`config.mk`:
```
export PLATFORM = sky130hd
export DESIGN_NAME = reg_file_unit
export DESIGN_NICKNAME = d
export VERILOG_FILES = /design/src/rtl/rf_pkg.sv /design/src/rtl/rf_scoreboard.sv /design/src/rtl/reg_file_unit.sv
export SDC_FILE = /design/constraint.sdc
export NUM_CORES = 1
export LEC_CHECK = 0
export CAP_MARGIN = 0
export CORE_AREA = 4 4 138 166
export CTS_CLUSTER_SIZE = 12
export DETAILED_ROUTE_END_ITERATION = 6
export DIE_AREA = 0 0 142 170
export GPL_TIMING_DRIVEN = 0
export PLACE_DENSITY_LB_ADDON = 0.08
export RECOVER_POWER = 100
export SYNTH_ARGS = -nofsm -noshare
export SYNTH_HDL_FRONTEND = slang
export SYNTH_SLANG_ARGS = --single-unit
```
`constraint.sdc`:
```
create_clock -name clk -period 2.6 [get_ports clk]
set_clock_uncertainty 0.05 [all_clocks]
set_input_delay 0.26 -clock clk [delete_from_list [all_inputs] [get_ports clk]]
set_output_delay 0.26 -clock clk [all_outputs]
set_load 0.02 [all_outputs]
```
`src/rtl/rf_pkg.sv`:
```
// Shared definitions for the register file: SR flag positions, default sizes
// and the index-width helper used to size register index ports.
package rf_pkg;

  localparam int SR_Z = 3;
  localparam int SR_N = 2;
  localparam int SR_C = 1;
  localparam int SR_V = 0;

  localparam int DEF_DATA_W   = 16;
  localparam int DEF_NUM_REGS = 8;

  function automatic int idx_w(input int num_regs);
    return $clog2(num_regs);
  endfunction

endpackage

```
`src/rtl/rf_scoreboard.sv`:
```
// Pending-write scoreboard: busy bit per register, issue gating and read hazard detect.
// Combinational hazard/ready outputs; busy vector updates on the clock edge, no stalls of its own.
module rf_scoreboard
  import rf_pkg::*;
#(
  parameter int NUM_REGS = DEF_NUM_REGS,
  localparam int IDX_W = idx_w(NUM_REGS)
) (
  input  logic             clk,
  input  logic             rst_n,
  input  logic             rd_en,
  input  logic [IDX_W-1:0] rs_idx,
  input  logic             rs_ok,
  input  logic [IDX_W-1:0] rt_idx,
  input  logic             rt_ok,
  input  logic             wb_en,
  input  logic [IDX_W-1:0] wb_idx,
  input  logic             wb_ok,
  input  logic             issue_en,
  input  logic [IDX_W-1:0] issue_idx,
  input  logic             issue_ok,
  output logic             issue_ready,
  output logic             rd_hazard
);

  logic [NUM_REGS-1:0] busy;
  logic [NUM_REGS-1:0] busy_nxt;
  logic                rs_block;
  logic                rt_block;
  logic                issue_take;

  // A same-cycle write-back to the busy register resolves it through the bypass.
  assign rs_block = rs_ok && busy[rs_idx] && !(wb_en && (wb_idx == rs_idx));
  assign rt_block = rt_ok && busy[rt_idx] && !(wb_en && (wb_idx == rt_idx));

  assign rd_hazard   = rd_en && (rs_block || rt_block);
  assign issue_ready = !(issue_ok && busy[issue_idx]) || (wb_en && (wb_idx == issue_idx));
  assign issue_take  = issue_en && issue_ready && issue_ok;

  always_comb begin
    busy_nxt = busy;
    if (wb_en && wb_ok) begin
      busy_nxt[wb_idx] = 1'b0;
    end
    // Set after clear so issue and write-back to one index leave it busy.
    if (issue_take) begin
      busy_nxt[issue_idx] = 1'b1;
    end
  end

  always_ff @(posedge clk or negedge rst_n) begin
    if (!rst_n) begin
      busy <= '0;
    end else begin
      busy <= busy_nxt;
    end
  end

endmodule

```
`src/rtl/reg_file_unit.sv`:
```
// Register file with 2 read ports, write-back bypass, HI/LO, compare-driven SR and scoreboard.
// Reads return one cycle after acceptance; a read hitting a busy register is refused (rd_hazard) and must be held.
module reg_file_unit
  import rf_pkg::*;
#(
  parameter int DATA_W    = DEF_DATA_W,
  parameter int NUM_REGS  = DEF_NUM_REGS,
  parameter int INIT_DESC = 1,
  localparam int IDX_W = idx_w(NUM_REGS)
) (
  input  logic              clk,
  input  logic              rst_n,
  input  logic              rd_en,
  input  logic [IDX_W-1:0]  rs_idx,
  input  logic [IDX_W-1:0]  rt_idx,
  output logic [DATA_W-1:0] rs_data,
  output logic [DATA_W-1:0] rt_data,
  output logic              rd_valid,
  output logic              rd_hazard,
  input  logic              wb_en,
  input  logic [IDX_W-1:0]  wb_idx,
  input  logic [DATA_W-1:0] wb_data,
  input  logic              hilo_we,
  input  logic [DATA_W-1:0] hi_in,
  input  logic [DATA_W-1:0] lo_in,
  output logic [DATA_W-1:0] hi_out,
  output logic [DATA_W-1:0] lo_out,
  input  logic              cmp_en,
  input  logic              sr_clr,
  output logic [3:0]        sr,
  input  logic              issue_en,
  input  logic [IDX_W-1:0]  issue_idx,
  output logic              issue_ready
);

  logic [DATA_W-1:0] regs [NUM_REGS];
  logic [DATA_W-1:0] rs_val;
  logic [DATA_W-1:0] rt_val;
  logic [DATA_W-1:0] diff;
  logic [3:0]        cmp_flags;
  logic              rs_ok;
  logic              rt_ok;
  logic              wb_ok;
  logic              issue_ok;
  logic              rd_accept;

  // Index range checks only matter when NUM_REGS leaves unused index codes.
  generate
    if ((1 << IDX_W) == NUM_REGS) begin : g_full_range
      assign rs_ok    = 1'b1;
      assign rt_ok    = 1'b1;
      assign wb_ok    = 1'b1;
      assign issue_ok = 1'b1;
    end else begin : g_part_range
      localparam logic [IDX_W:0] LIMIT = (IDX_W + 1)'(NUM_REGS);
      assign rs_ok    = {1'b0, rs_idx} < LIMIT;
      assign rt_ok    = {1'b0, rt_idx} < LIMIT;
      assign wb_ok    = {1'b0, wb_idx} < LIMIT;
      assign issue_ok = {1'b0, issue_idx} < LIMIT;
    end
  endgenerate

  rf_scoreboard #(
    .NUM_REGS (NUM_REGS)
  ) u_scoreboard (
    .clk         (clk),
    .rst_n       (rst_n),
    .rd_en       (rd_en),
    .rs_idx      (rs_idx),
    .rs_ok       (rs_ok),
    .rt_idx      (rt_idx),
    .rt_ok       (rt_ok),
    .wb_en       (wb_en),
    .wb_idx      (wb_idx),
    .wb_ok       (wb_ok),
    .issue_en    (issue_en),
    .issue_idx   (issue_idx),
    .issue_ok    (issue_ok),
    .issue_ready (issue_ready),
    .rd_hazard   (rd_hazard)
  );

  assign rd_accept = rd_en && !rd_hazard;

  always_comb begin
    rs_val = '0;
    rt_val = '0;
    if (rs_ok) begin
      rs_val = (wb_en && (wb_idx == rs_idx)) ? wb_data : regs[rs_idx];
    end
    if (rt_ok) begin
      rt_val = (wb_en && (wb_idx == rt_idx)) ? wb_data : regs[rt_idx];
    end
  end

  assign diff = rs_val - rt_val;

  // Flags describe rs - rt: C is the unsigned borrow, V the signed overflow.
  always_comb begin
    cmp_flags        = '0;
    cmp_flags[SR_Z]  = (rs_val == rt_val);
    cmp_flags[SR_N]  = diff[DATA_W-1];
    cmp_flags[SR_C]  = (rs_val < rt_val);
    cmp_flags[SR_V]  = (rs_val[DATA_W-1] != rt_val[DATA_W-1]) &&
                       (diff[DATA_W-1] != rs_val[DATA_W-1]);
  end

  always_ff @(posedge clk or negedge rst_n) begin
    if (!rst_n) begin
      for (int i = 0; i < NUM_REGS; i++) begin
        regs[i] <= (INIT_DESC != 0) ? DATA_W'(NUM_REGS - 1 - i) : '0;
      end
    end else if (wb_en && wb_ok) begin
      regs[wb_idx] <= wb_data;
    end
  end

  always_ff @(posedge clk or negedge rst_n) begin
    if (!rst_n) begin
      rs_data  <= '0;
      rt_data  <= '0;
      rd_valid <= 1'b0;
    end else begin
      rd_valid <= rd_accept;
      if (rd_accept) begin
        rs_data <= rs_val;
        rt_data <= rt_val;
      end
    end
  end

  always_ff @(posedge clk or negedge rst_n) begin
    if (!rst_n) begin
      hi_out <= '0;
      lo_out <= '0;
    end else if (hilo_we) begin
      hi_out <= hi_in;
      lo_out <= lo_in;
    end
  end

  always_ff @(posedge clk or negedge rst_n) begin
    if (!rst_n) begin
      sr <= '0;
    end else if (rd_accept && cmp_en) begin
      sr <= cmp_flags;
    end else if (sr_clr) begin
      sr <= '0;
    end
  end

endmodule

```
==> qor.yml, run 1 <==
logic_synthesis:
  synthDistinctLibCells: 49
  synth_cells: 783
  synth-async-reset-ratio_pct: 100
  synth_seq_area_share_pct: 47.9
  mappedNetlistNets: 866
  yosys_warnings: 0
  synthesis.area_per_instance_sq_um: 13.7
  yosys_register_bits: 205
  ys_top_cells_by_area: "sky130_fd_sc_hd__dfrtp_1, sky130_fd_sc_hd__mux2_2, sky130_fd_sc_hd__mux4_2, sky130_fd_sc_hd__mux2i_1, sky130_fd_sc_hd__dfstp_2"
  ys.flop_type: "sky130_fd_sc_hd__dfrtp_1"
  synth_top_area_share_pct: 45.0
  post-synth-top-count-cell: "sky130_fd_sc_hd__dfrtp_1"
  synth_top_area_cell: "sky130_fd_sc_hd__dfrtp_1"
  netlist_area_sq_um: 10700
  edff_count_synth: 0
  ys_top_cells_by_count: "sky130_fd_sc_hd__dfrtp_1, sky130_fd_sc_hd__mux2_2, sky130_fd_sc_hd__mux4_2, sky130_fd_sc_hd__nand2_1, sky130_fd_sc_hd__mux2i_1"
global_routing:
  grt_pass1_vias: 7929
  largest_net_degree_at_the_start_of_global_routing: 80
  grt_antenna_before_repair: 0
  grt_first_pass_wirelength_mm: 44.2
  grt-ovfl-total: 0
  groute.usage.overall_pct: 23.8
layout:
  total_non_filler_cell_area_in_the_finished_layout_sq_um: 13400
  drive_above_1_share_pct: 38.6
  utilization_pct: 62.2
  layout.nets: 1022
  synthToLayoutAreaGrowth_pct: 24.5
  antenna-diode-count: 0
timing:
  postLayoutSetupSlackWorst_ns: -0.325
  final_hold_vio_count: 0
  maxSlewHeadroom_pct: -7.58
  grt_setup_unrepaired: "true"
  timing.final.setup_violations: 34
  whs_ns: 0.149
  highest_clock_rate_ghz: 0.342
  fin_crit_sh_pct: 113
  period_needed_ns: 2.93
  report.final.slew_viol_count: 9
  tightestPinTransition_ns: 1.61
clock_tree:
  tritoncts: "built"
  tritoncts.num_buffers: 23
  clk_path_buf_depth: 3
  ctsHtreeMaxLevel: 1
  cts-root-buf: "sky130_fd_sc_hd__clkbuf_16"
  clk_sinks: 205
  clock_latency_ns: 0.50
  cts.reportedPaths.clkPinSlew_ns: 0.06
power:
  power_per_cell_area_nw_per_um2: 873
  p_seq_share_pct: 38.6
  switching_share_pct: 31.3
  p_int_mw: 8.01
  p_sw_mw: 3.66
  p_clk_share_pct: 27.4
  vdd.ir_drop.worst_mv: 0.884
  tot_pwr_mw: 11.7
  leakagePower_nw: 5.67
  comb_power_share_pct: 33.9
setup_path:
  critPathKind: "input pin to flop"
  crit_path_end_kind: "flop"
  rr_endpoint: "sr[0]$_DFFE_PN0P_"
  rr_worst_depth: 12
  crit-reg2reg-launch: "regs[68]$_DFFE_PN0P_"
  reg2reg_slack_ns: -0.28
  path_max_fanout: 10
  worst-endpoint-arrival_ns: 3.26
  worst-endpoint-required_ns: 2.93
  setup.worst_path.start_class: "input pin"
place:
  detailedPlace.worstSlack_ns: -1.67
  dp_hpwl_mm: 19.7
  dpl-instance-area_sq_um: 12300
  routabilityCongestion: 0.842
  buffer_ports.inserted: 112
route:
  post_detailed_route_wirelength_per_cell_um: 23.3
  vias_per_cell: 5.97
  drt_drc_violations_left: 0
  drtAntennaViolNets: 0
  number_of_vias_after_detailed_routing: 7326
  detail_route.iter0.violations: 458
  firstDrtPassIters: 5
  wirelength_mm: 28.6
hold_path:
  worst_hold_path.endpoint: "u_scoreboard.busy[3]$_DFF_PN0_"
  worstHoldPathType: "input pin to flop"
  whs_path_depth: 3
  worstHoldStart: "issue_idx[0]"
floorplanning:
  pin_count: 139
  die_area_sq_um: 24100
  placement_rows: 59
  effective_utilization_at_floorplan_pct: 50.0
  coreArea_sq_um: 21500
  dieHeight_um: 170
  die_width_um: 142
flow_run:
  drv_cap: 2
outcome:
  run_status: "finished with violations"
  failed_checks: "max-capacitance violations, max-slew violations, negative setup slack"
cell type report:
type / instances / area [sq um]
multi-input cells: 503 / 5390
flip-flops and latches: 205 / 5140
repair buffers: 131 / 1270
well taps: 274 / 343
fillers: 1637 / 8130
plain buffers: 65 / 432
inverters: 10 / 37.5
clock inverters: 5 / 50.0
clock buffers: 35 / 691
flip-flops by register name (all words and copies together) (netlist names):
name and flops:
hi_out 16, regs 128, lo_out 16, rt_data 16, rs_data 16, rd_valid 1, u_scoreboard.busy 8, sr 4
cell usage in the layout (no fill, tap or decap), drive strengths merged, types with 2 or more instances in the layout:
| master | netlist | final |
|---|---|---|
| a211oi | 2 | 2 |
| a21o | 5 | 5 |
| a21oi | 22 | 22 |
| buf | 39 | 46 |
| clkbuf | 26 | 72 |
| clkdlybuf4s15 | 0 | 3 |
| clkdlybuf4s50 | 0 | 38 |
| clkinv | 0 | 4 |
| dfrtp | 193 | 193 |
| dfstp | 12 | 12 |
| dlygate4sd2 | 0 | 2 |
| dlygate4sd3 | 0 | 70 |
| ha | 15 | 15 |
| inv | 10 | 10 |
| mux2 | 174 | 174 |
| mux2i | 34 | 34 |
| mux4 | 68 | 68 |
| nand2 | 50 | 50 |
| nand2b | 4 | 4 |
| nand3 | 5 | 5 |
| nand3b | 3 | 3 |
| nand4 | 6 | 6 |
| nand4b | 3 | 3 |
| nor2 | 25 | 25 |
| nor2b | 4 | 4 |
| nor3 | 3 | 3 |
| nor3b | 4 | 4 |
| o21a | 3 | 3 |
| o21ai | 45 | 45 |
| o22ai | 4 | 4 |
| o31ai | 3 | 3 |
| o32ai | 2 | 2 |
| xnor2 | 9 | 9 |
| xor2 | 2 | 2 |
timing repair:
action,in CTS,in global routing
setup buffers,12,3
gates cloned,1,0
gates resized for setup,76,5
setup endpoints to repair,40,6
endpoints found under the hold margin,58,0
pin swaps,15,5
hold buffers,1,0
critical path, cell delays in order:
cell and delay [ns]:
sky130_fd_sc_hd__dlygate4sd2_1 0.30, sky130_fd_sc_hd__clkbuf_1 0.41, sky130_fd_sc_hd__nor3b_1 1.31, sky130_fd_sc_hd__clkbuf_2 0.58
sky130_fd_sc_hd__mux2_2 0.39
routing by layer:
layer | track usage [%] | part of all wire [%] | up-vias
met1 | 30.4 | 41 | 3746
met5 | 0 | 0 | -
met3 | 5.12 | 6.9 | 58
li1 | - | - | 3231
met4 | 7.43 | 3.1 | 0
met2 | 40.8 | 49 | 291
power groups by stage:
stage	combinational [mW]	sequential [mW]	clock, mW
floorplan	2.18	4.82	0
CTS	4.11	4.52	3.27
global route	4.25	4.60	3.40
global placement	3.80	4.49	0
finish	3.96	4.50	3.20
detailed placement	3.89	4.57	0
worst max-delay path by stage:
| stage | startpoint | to | slack, ns | cells after the start |
|---|---|---|---|---|
| 2_1_floorplan | rs_idx[0] | sr[0]$_DFFE_PN0P_ | -0.30 | 14 |
| 5_1_grt | regs[4]$_DFFE_PN0P_ | sr[0]$_DFFE_PN0P_ | -0.46 | 12 |
| 3_5_place_dp | wb_idx[0] | sr[0]$_DFFE_PN0P_ | -1.67 | 15 |
| 3_3_place_gp | rst_n | lo_out[3]$_DFFE_PN0P_ | -6.92 | 1 |
| 6_report | wb_idx[1] | regs[88]$_DFFE_PN0P_ | -0.33 | 5 |
| 4_1_cts | regs[68]$_DFFE_PN0P_ | sr[0]$_DFFE_PN0P_ | -0.24 | 12 |
stage by stage:
stage	std cells	setup TNS [ns]
2_1_floorplan	783	-0.759
3_3_place_gp	1169	-1433.33
3_5_place_dp	1171	-54.18
4_1_cts	1225	-0.620
5_1_grt	1228	-25.80
6_report	1228	-6.19
logic make-up (layout without fill, tap and decap cells):
| logic type | after synthesis | after routing | synth area share (%) |
|---|---|---|---|
| and+or+nand+nor | 108 | 108 | 4.89 |
| xor gates and xnor gates | 11 | 11 | 0.898 |
| muxes | 276 | 276 | 36.2 |
| AOI/OAI and AO/OA | 93 | 93 | 5.20 |
| adders and majority gates | 15 | 15 | 1.75 |
| buffers and inverters | 75 | 246 | 3.09 |
| DFF | 205 | 205 | 47.9 |
(Power assumes the default switching activity.)
==> run 2: changes to the inputs <==
--- a/constraint.sdc
+++ b/constraint.sdc
@@ -3,3 +3,3 @@
 set_input_delay 0.26 -clock clk [delete_from_list [all_inputs] [get_ports clk]]
 set_output_delay 0.26 -clock clk [all_outputs]
-set_load 0.02 [all_outputs]
+set_load 0.05 [all_outputs]
==> run 2 against run 1 <==
  * The run still ends with max-capacitance violations, max-slew violations, negative setup slack left
  * Non-clock buffer count down 1
  * Clock power barely moved
  * Cell area about the same
  * Sequential share of layout area hardly changed
  * Largest power group is now combinational cells
==> qor.yml, run 2 (synthesis results as in run 1) <==
clock_tree:
  tritoncts: "built"  # unchanged
  clk_path_buf_depth: 3  # unchanged
  cts.reportedPaths.clkPinSlew_ns: 0.06  # about the same
  ctsHtreeMaxLevel: 1  # unchanged
  clock_latency_ns: 0.50  # about the same
  tritoncts.num_buffers: 23  # unchanged
  cts-root-buf: "sky130_fd_sc_hd__clkbuf_16"  # unchanged
  clk_sinks: 205  # unchanged
timing:
  period_needed_ns: 2.88  # was 2.93 ns
  timing.final.setup_violations: 34  # unchanged
  postLayoutSetupSlackWorst_ns: -0.283  # was -0.325 ns
  maxSlewHeadroom_pct: -2.23  # was -7.58%
  tightestPinTransition_ns: 1.53  # was 1.61 ns
  post_route_setup_tns_ns: -5.59  # was -6.19 ns
  fin_crit_sh_pct: 111  # was 113%
  grt_setup_unrepaired: "true"  # unchanged
  whs_ns: 0.150  # was 0.149 ns
  report.final.slew_viol_count: 9  # unchanged
  final_hold_vio_count: 0  # unchanged
  highest_clock_rate_ghz: 0.347  # was 0.342 GHz
layout:
  finish.cell_count_without_fillers: 1227  # was 1228
  synthToLayoutAreaGrowth_pct: 24.5  # about the same
  drive_above_1_share_pct: 38.8  # was 38.6%
  final_common_cell: "sky130_fd_sc_hd__dfrtp_1"  # unchanged
  top_register: "regs"  # unchanged
  layout.nets: 1021  # was 1022
  largest_register_ff_count: 128  # unchanged
  antenna-diode-count: 0  # unchanged
  layout.cells.most_common_list: "sky130_fd_sc_hd__dfrtp_1, sky130_fd_sc_hd__mux2_2, sky130_fd_sc_hd__dlygate4sd3_1"  # unchanged
power:
  vdd.ir_drop.worst_mv: 0.967  # was 0.884 mV
  leakagePower_nw: 5.68  # was 5.67 nW
  power_per_cell_area_nw_per_um2: 930  # was 873 nW/um^2
route:
  met3RoutedLength_mm: 2.11  # was 1.96 mm
  detail_route.wirelength.met1_mm: 11.4  # was 11.6 mm
  wirelength_mm: 28.7  # was 28.6 mm
  vias_per_cell: 5.95  # was 5.97
  wl_met2_mm: 14.3  # was 14.1 mm
  detail_route.iter0.violations: 461  # was 458
  drtAntennaViolNets: 0  # unchanged
  post_detailed_route_wirelength_per_cell_um: 23.3  # about the same
  highest_metal_layer_with_signal_wires: "met4"  # unchanged
  number_of_vias_after_detailed_routing: 7297  # was 7326
  firstDrtPassIters: 5  # unchanged
  drt_drc_violations_left: 0  # unchanged
setup_path:
  setup.worst_path.start_class: "flop"  # was input pin
  worst-endpoint-required_ns: 2.96  # was 2.93 ns
  critPathKind: "flop to flop"  # was input pin to flop
  crit_path_max_delay_cell_type: "sky130_fd_sc_hd__mux4_2"  # was sky130_fd_sc_hd__nor3b_1
  crit_path_cell_trace: "mux4_2 > mux2i_1 > nand2_1 > o21ai_4 > ha_4 > o21a_1 > o21a_1 > o211ai_1 > nor2_1 > a211oi_2 > xor2_1 > o31ai_1"  # was dlygate4sd2_1 > clkbuf_1 > nor3b_1 > clkbuf_2 > mux2_2
  crit_path_end_kind: "flop"  # unchanged
  critical-path-top-delay-family: "compound AO/OA/AOI/OAI gates"  # was simple AND/OR/NAND/NOR gates
  path_max_fanout: 3  # was 10
  cpMostUsedCell: "sky130_fd_sc_hd__o21a_1"
  path_buf_inv: 0  # was 3
  worst-endpoint-arrival_ns: 3.24  # was 3.26 ns
  max_stage_delay_ns: 0.47  # was 1.31 ns
global_routing:
  largest_net_degree_at_the_start_of_global_routing: 80  # unchanged
  grt_antenna_before_repair: 0  # unchanged
  grt-ovfl-total: 0  # unchanged
  grt_first_pass_wirelength_mm: 44.2  # unchanged
  groute.usage.overall_pct: 23.8  # unchanged
  grt_pass1_vias: 7929  # unchanged
floorplanning:
  effective_utilization_at_floorplan_pct: 50.0  # unchanged
  die_width_um: 142  # unchanged
  pin_count: 139  # unchanged
  die_area_sq_um: 24100  # unchanged
  placement_rows: 59  # unchanged
  dieHeight_um: 170  # unchanged
  coreArea_sq_um: 21500  # unchanged
place:
  dp_hpwl_mm: 19.7  # unchanged
  buffer_ports.inserted: 112  # unchanged
  routabilityCongestion: 0.842  # unchanged
  post-place-cells: 1171  # unchanged
outcome:
  failed_checks: "max-capacitance violations, max-slew violations, negative setup slack"  # unchanged
  run_status: "finished with violations"  # unchanged
flow_run:
  drv_cap: 3  # was 2
hold_path:
  worstHoldPathType: "input pin to flop"  # unchanged
[run 2: cell types whose count changed in the layout (fill, tap and decap cells not counted)]
cell / change
sky130_fd_sc_hd__buf_2: +1
sky130_fd_sc_hd__clkbuf_1: -1
sky130_fd_sc_hd__clkbuf_4: -1
sky130_fd_sc_hd__clkdlybuf4s15_2: -1
sky130_fd_sc_hd__dlygate4sd2_1: +1
sky130_fd_sc_hd__mux2_1: -3
sky130_fd_sc_hd__mux2_4: +3
[run 2: repair_timing]
item | in CTS | in global routing
hold buffers | 1 | 0
cloned | 1 | 0
setup endpoints to repair | 41 | 5
pin swaps | 15 | 5
buffers inserted | 12 | 2
gates resized for setup | 79 | 4
hold endpoints to repair | 58 | 0
[run 2: area by class of cell]
cell class	instances	area, sq um
repair buffers	130	1260
clock inverters	5	50.0
fillers	1634	8120
inverters	10	37.5
clock buffers	35	691
multi-input cells	503	5400
well taps	274	343
plain buffers	65	432
flip-flops and latches	205	5140
[run 2: worst reg2reg max path: stages (launching register included)]
cell and delay, ns:
sky130_fd_sc_hd__dfrtp_1 0.39, sky130_fd_sc_hd__mux4_2 0.47, sky130_fd_sc_hd__mux2i_1 0.14, sky130_fd_sc_hd__nand2_1 0.11, sky130_fd_sc_hd__o21ai_4 0.11, sky130_fd_sc_hd__ha_4 0.24
sky130_fd_sc_hd__o21a_1 0.18, sky130_fd_sc_hd__o21a_1 0.17, sky130_fd_sc_hd__o211ai_1 0.22, sky130_fd_sc_hd__nor2_1 0.10, sky130_fd_sc_hd__a211oi_2 0.28, sky130_fd_sc_hd__xor2_1 0.11
sky130_fd_sc_hd__o31ai_1 0.19
[run 2: power by group]
group          total [mW]  switching [mW]  internal [mW]  leakage [nW]
Sequential           4.50           0.493           4.01          2.46
Clock                3.20            1.28           1.92         0.369
Combinational        4.72            2.63           2.09          2.85
[run 2: final timing paths]
path	cells past startpoint	end	startpoint	slack [ns]
min in group asynchronous	2	u_scoreboard.busy[7]$_DFF_PN0_	rst_n	0.63
max in group asynchronous	4	lo_out[6]$_DFFE_PN0P_	rst_n	0.17
hold / removal	2	hi_out[15]$_DFFE_PN0P_	hilo_we	0.15
setup reg to reg	12	sr[0]$_DFFE_PN0P_	regs[68]$_DFFE_PN0P_	-0.28
setup / recovery	12	sr[0]$_DFFE_PN0P_	regs[68]$_DFFE_PN0P_	-0.28
hold reg to reg	2	rt_data[14]$_DFFE_PN0P_	rt_data[14]$_DFFE_PN0P_	0.43
[run 2: through the flow]
stage	power [mW]	util, %	worst slack, ns	area [sq um]
after detailed placement	9.21	57.4	-1.67	12300
after CTS	12.6	62.4	-0.245	13400
after floorplan	7.75	-	-0.305	10800
after global placement	9.03	57.1	-6.92	12300
final	12.4	62.2	-0.283	13400
after global routing	13.0	62.2	-0.459	13400
[run 2: layer usage]
metal  GRT usage (%)  up-vias
li1                -     3229
met1            30.4     3720
met2            40.8      293
met3            5.12       55
met4            7.43        0
met5               0        -
==> run 3: changes to the inputs <==
- clock period: 2.6 -> 2.49 ns (I/O delays scaled with it)
==> run 3 against run 2 <==
  * The flow finishes with violations (negative setup slack)
  * Sequential power increased by 5.1%
  * Non-clock buffer count increased by 5
  * Flip-flop and latch count unchanged
  * Power increased by 5.6%
  * First-iteration DRC count decreased by 13%
  * Wire length increased by 1.2%
  * Count of clock-buffer cells in the layout increased by 4
  * Hold slack got worse by 0.0077 ns
  * Die area unchanged
  * Sequential share of layout area decreased by 0.20 points
  * Cell area increased by 0.53%
  * Largest cell class unchanged
==> qor.yml, run 3 (synthesis results as in run 1) <==
timing:
  whs_ns: 0.143  # was 0.150 ns
  timing.final.setup_violations: 22  # was 34
  maxSlewHeadroom_pct: 4.23  # was -2.23%
  period_needed_ns: 2.85  # was 2.88 ns
  postLayoutSetupSlackWorst_ns: -0.362  # was -0.283 ns
  grt_setup_unrepaired: "true"  # unchanged
  highest_clock_rate_ghz: 0.351  # was 0.347 GHz
  report.final.slew_viol_count: 0  # was 9
  post_route_setup_tns_ns: -4.63  # was -5.59 ns
  tightestPinTransition_ns: 1.43  # was 1.53 ns
  fin_crit_sh_pct: 115  # was 111%
  final_hold_vio_count: 0  # unchanged
layout:
  fill_cell_total_of_the_finished_layout: 1618  # was 1634
  drive_above_1_share_pct: 39.7  # was 38.8%
  finish.cell_count_without_fillers: 1231  # was 1227
  layout.cells.most_common_list: "sky130_fd_sc_hd__dfrtp_1, sky130_fd_sc_hd__mux2_2, sky130_fd_sc_hd__clkdlybuf4s50_1"  # was sky130_fd_sc_hd__dfrtp_1, sky130_fd_sc_hd__mux2_2, sky130_fd_sc_hd__dlygate4sd3_1
  top_register: "regs"  # unchanged
  utilization_pct: 62.5  # was 62.2%
  area_taken_by_multi_input_logic_gates_sq_um: 5430  # was 5400 sq um
  synthToLayoutAreaGrowth_pct: 25.2  # was 24.5%
  final_common_cell: "sky130_fd_sc_hd__dfrtp_1"  # unchanged
  layout.nets: 1025  # was 1021
  layout.area.seq_sq_um: 5140  # unchanged
  total_non_filler_cell_area_in_the_finished_layout_sq_um: 13400  # about the same
  largest_register_ff_count: 128  # unchanged
  antenna-diode-count: 0  # unchanged
global_routing:
  groute.usage.overall_pct: 24.3  # was 23.8%
  largest_net_degree_at_the_start_of_global_routing: 107  # was 80
  grt_first_pass_wirelength_mm: 45.3  # was 44.2 mm
  grt-ovfl-total: 0  # unchanged
  grt_antenna_before_repair: 0  # unchanged
  grt_pass1_vias: 8045  # was 7929
route:
  drtAntennaViolNets: 0  # unchanged
  detail_route.iter0.violations: 401  # was 461
  vias_per_cell: 5.96  # was 5.95
  number_of_vias_after_detailed_routing: 7331  # was 7297
  drt_drc_violations_left: 0  # unchanged
  post_detailed_route_wirelength_per_cell_um: 23.6  # was 23.3 um
  wirelength_mm: 29.0  # was 28.7 mm
  firstDrtPassIters: 5  # unchanged
setup_path:
  critical-path-top-delay-family: "compound AO/OA/AOI/OAI gates"  # unchanged
  crit-reg2reg-launch: "regs[21]$_DFFE_PN0P_"  # was regs[68]$_DFFE_PN0P_
  path_buf_inv: 0  # unchanged
  cpMostUsedCell: "sky130_fd_sc_hd__o21a_1"  # unchanged
  reg2reg_slack_ns: -0.36  # was -0.28 ns
  max_stage_delay_ns: 0.48  # was 0.47 ns
  crit_path_cell_trace: "mux4_2 > mux2i_1 > nand2_1 > o21ai_2 > ha_1 > o21a_1 > o21a_1 > o211ai_1 > nor2_1 > a211oi_2 > xor2_1 > o31ai_1"  # was mux4_2 > mux2i_1 > nand2_1 > o21ai_4 > ha_4 > o21a_1 > o21a_1 > o211ai_1 > nor2_1 > a211oi_2 > xor2_1 > o31ai_1
  setup.worst_path.start_class: "flop"  # unchanged
  worst-endpoint-required_ns: 2.85  # was 2.96 ns
  rr_endpoint: "sr[0]$_DFFE_PN0P_"  # unchanged
  rr_worst_depth: 12  # unchanged
  path_max_fanout: 3  # unchanged
  critPathKind: "flop to flop"  # unchanged
  crit_path_max_delay_cell_type: "sky130_fd_sc_hd__mux4_2"  # unchanged
  crit_path_end_kind: "flop"  # unchanged
  worst-endpoint-arrival_ns: 3.21  # was 3.24 ns
flow_run:
  drv_cap: 0  # was 3
floorplanning:
  effective_utilization_at_floorplan_pct: 50.0  # unchanged
  placement_rows: 59  # unchanged
  die_area_sq_um: 24100  # unchanged
  die_width_um: 142  # unchanged
  pin_count: 139  # unchanged
  dieHeight_um: 170  # unchanged
  coreArea_sq_um: 21500  # unchanged
clock_tree:
  cts-root-buf: "sky130_fd_sc_hd__clkbuf_16"  # unchanged
  ctsHtreeMaxLevel: 1  # unchanged
  clk_sinks: 205  # unchanged
  cts.reportedPaths.clkPinSlew_ns: 0.06  # about the same
  clk_path_buf_depth: 3  # unchanged
  tritoncts: "built"  # unchanged
  clock_latency_ns: 0.50  # about the same
  tritoncts.num_buffers: 22  # was 23
power:
  power_per_cell_area_nw_per_um2: 977  # was 930 nW/um^2
  vdd.ir_drop.worst_mv: 1.06  # was 0.967 mV
  tot_pwr_mw: 13.1  # was 12.4 mW
  leakagePower_nw: 5.66  # was 5.68 nW
outcome:
  run_status: "finished with violations"  # unchanged
  failed_checks: "negative setup slack"  # was max-capacitance violations, max-slew violations, negative setup slack
hold_path:
  whs_path_depth: 2  # unchanged
  worstHoldStart: "hilo_we"  # unchanged
  worst_hold_path.endpoint: "hi_out[15]$_DFFE_PN0P_"  # unchanged
  worstHoldPathType: "input pin to flop"  # unchanged
place:
  routabilityCongestion: 0.846  # was 0.842
  buffer_ports.inserted: 112  # unchanged
  detailedPlace.worstSlack_ns: -1.78  # was -1.67 ns
  post-place-cells: 1170  # was 1171
  dp_hpwl_mm: 19.9  # was 19.7 mm
  dpl-instance-area_sq_um: 12300  # about the same
## run 3: routing by layer
metal,global-route usage (%),part of all wire [%]
met5,0,0
met3,4.78,7.0
met1,31.0,40
met2,41.8,50
met4,7.72,3.2
## run 3: cell type report
cell class	count	area share [%]
buffer	65	3.42
clock buffer	39	5.40
inverter	10	0.279
multi-input combinational	503	40.4
sequential	205	38.3
tap	274	2.55
timing repair buffer	135	9.64
## run 3: what timing repair did
item	CTS	global route
gates resized for setup	78	16
pin swaps	27	6
setup endpoints to repair	65	24
hold buffers	1	0
gates cloned	1	0
endpoints found under the hold margin	87	0
buffers inserted	18	2
## run 3: how the worst max path moves through the flow
stage | from | to | cells past startpoint
floorplan | rs_idx[0] | sr[0]$_DFFE_PN0P_ | 14
global placement | rst_n | lo_out[9]$_DFFE_PN0P_ | 1
detailed placement | wb_idx[0] | sr[0]$_DFFE_PN0P_ | 15
CTS | regs[21]$_DFFE_PN0P_ | sr[0]$_DFFE_PN0P_ | 12
global route | regs[4]$_DFFE_PN0P_ | sr[0]$_DFFE_PN0P_ | 12
finish | regs[21]$_DFFE_PN0P_ | sr[0]$_DFFE_PN0P_ | 12
## run 3: where the power goes
part,switching [mW],internal [mW]
logic,2.77,2.37
registers,0.541,4.19
clock network,1.30,1.95
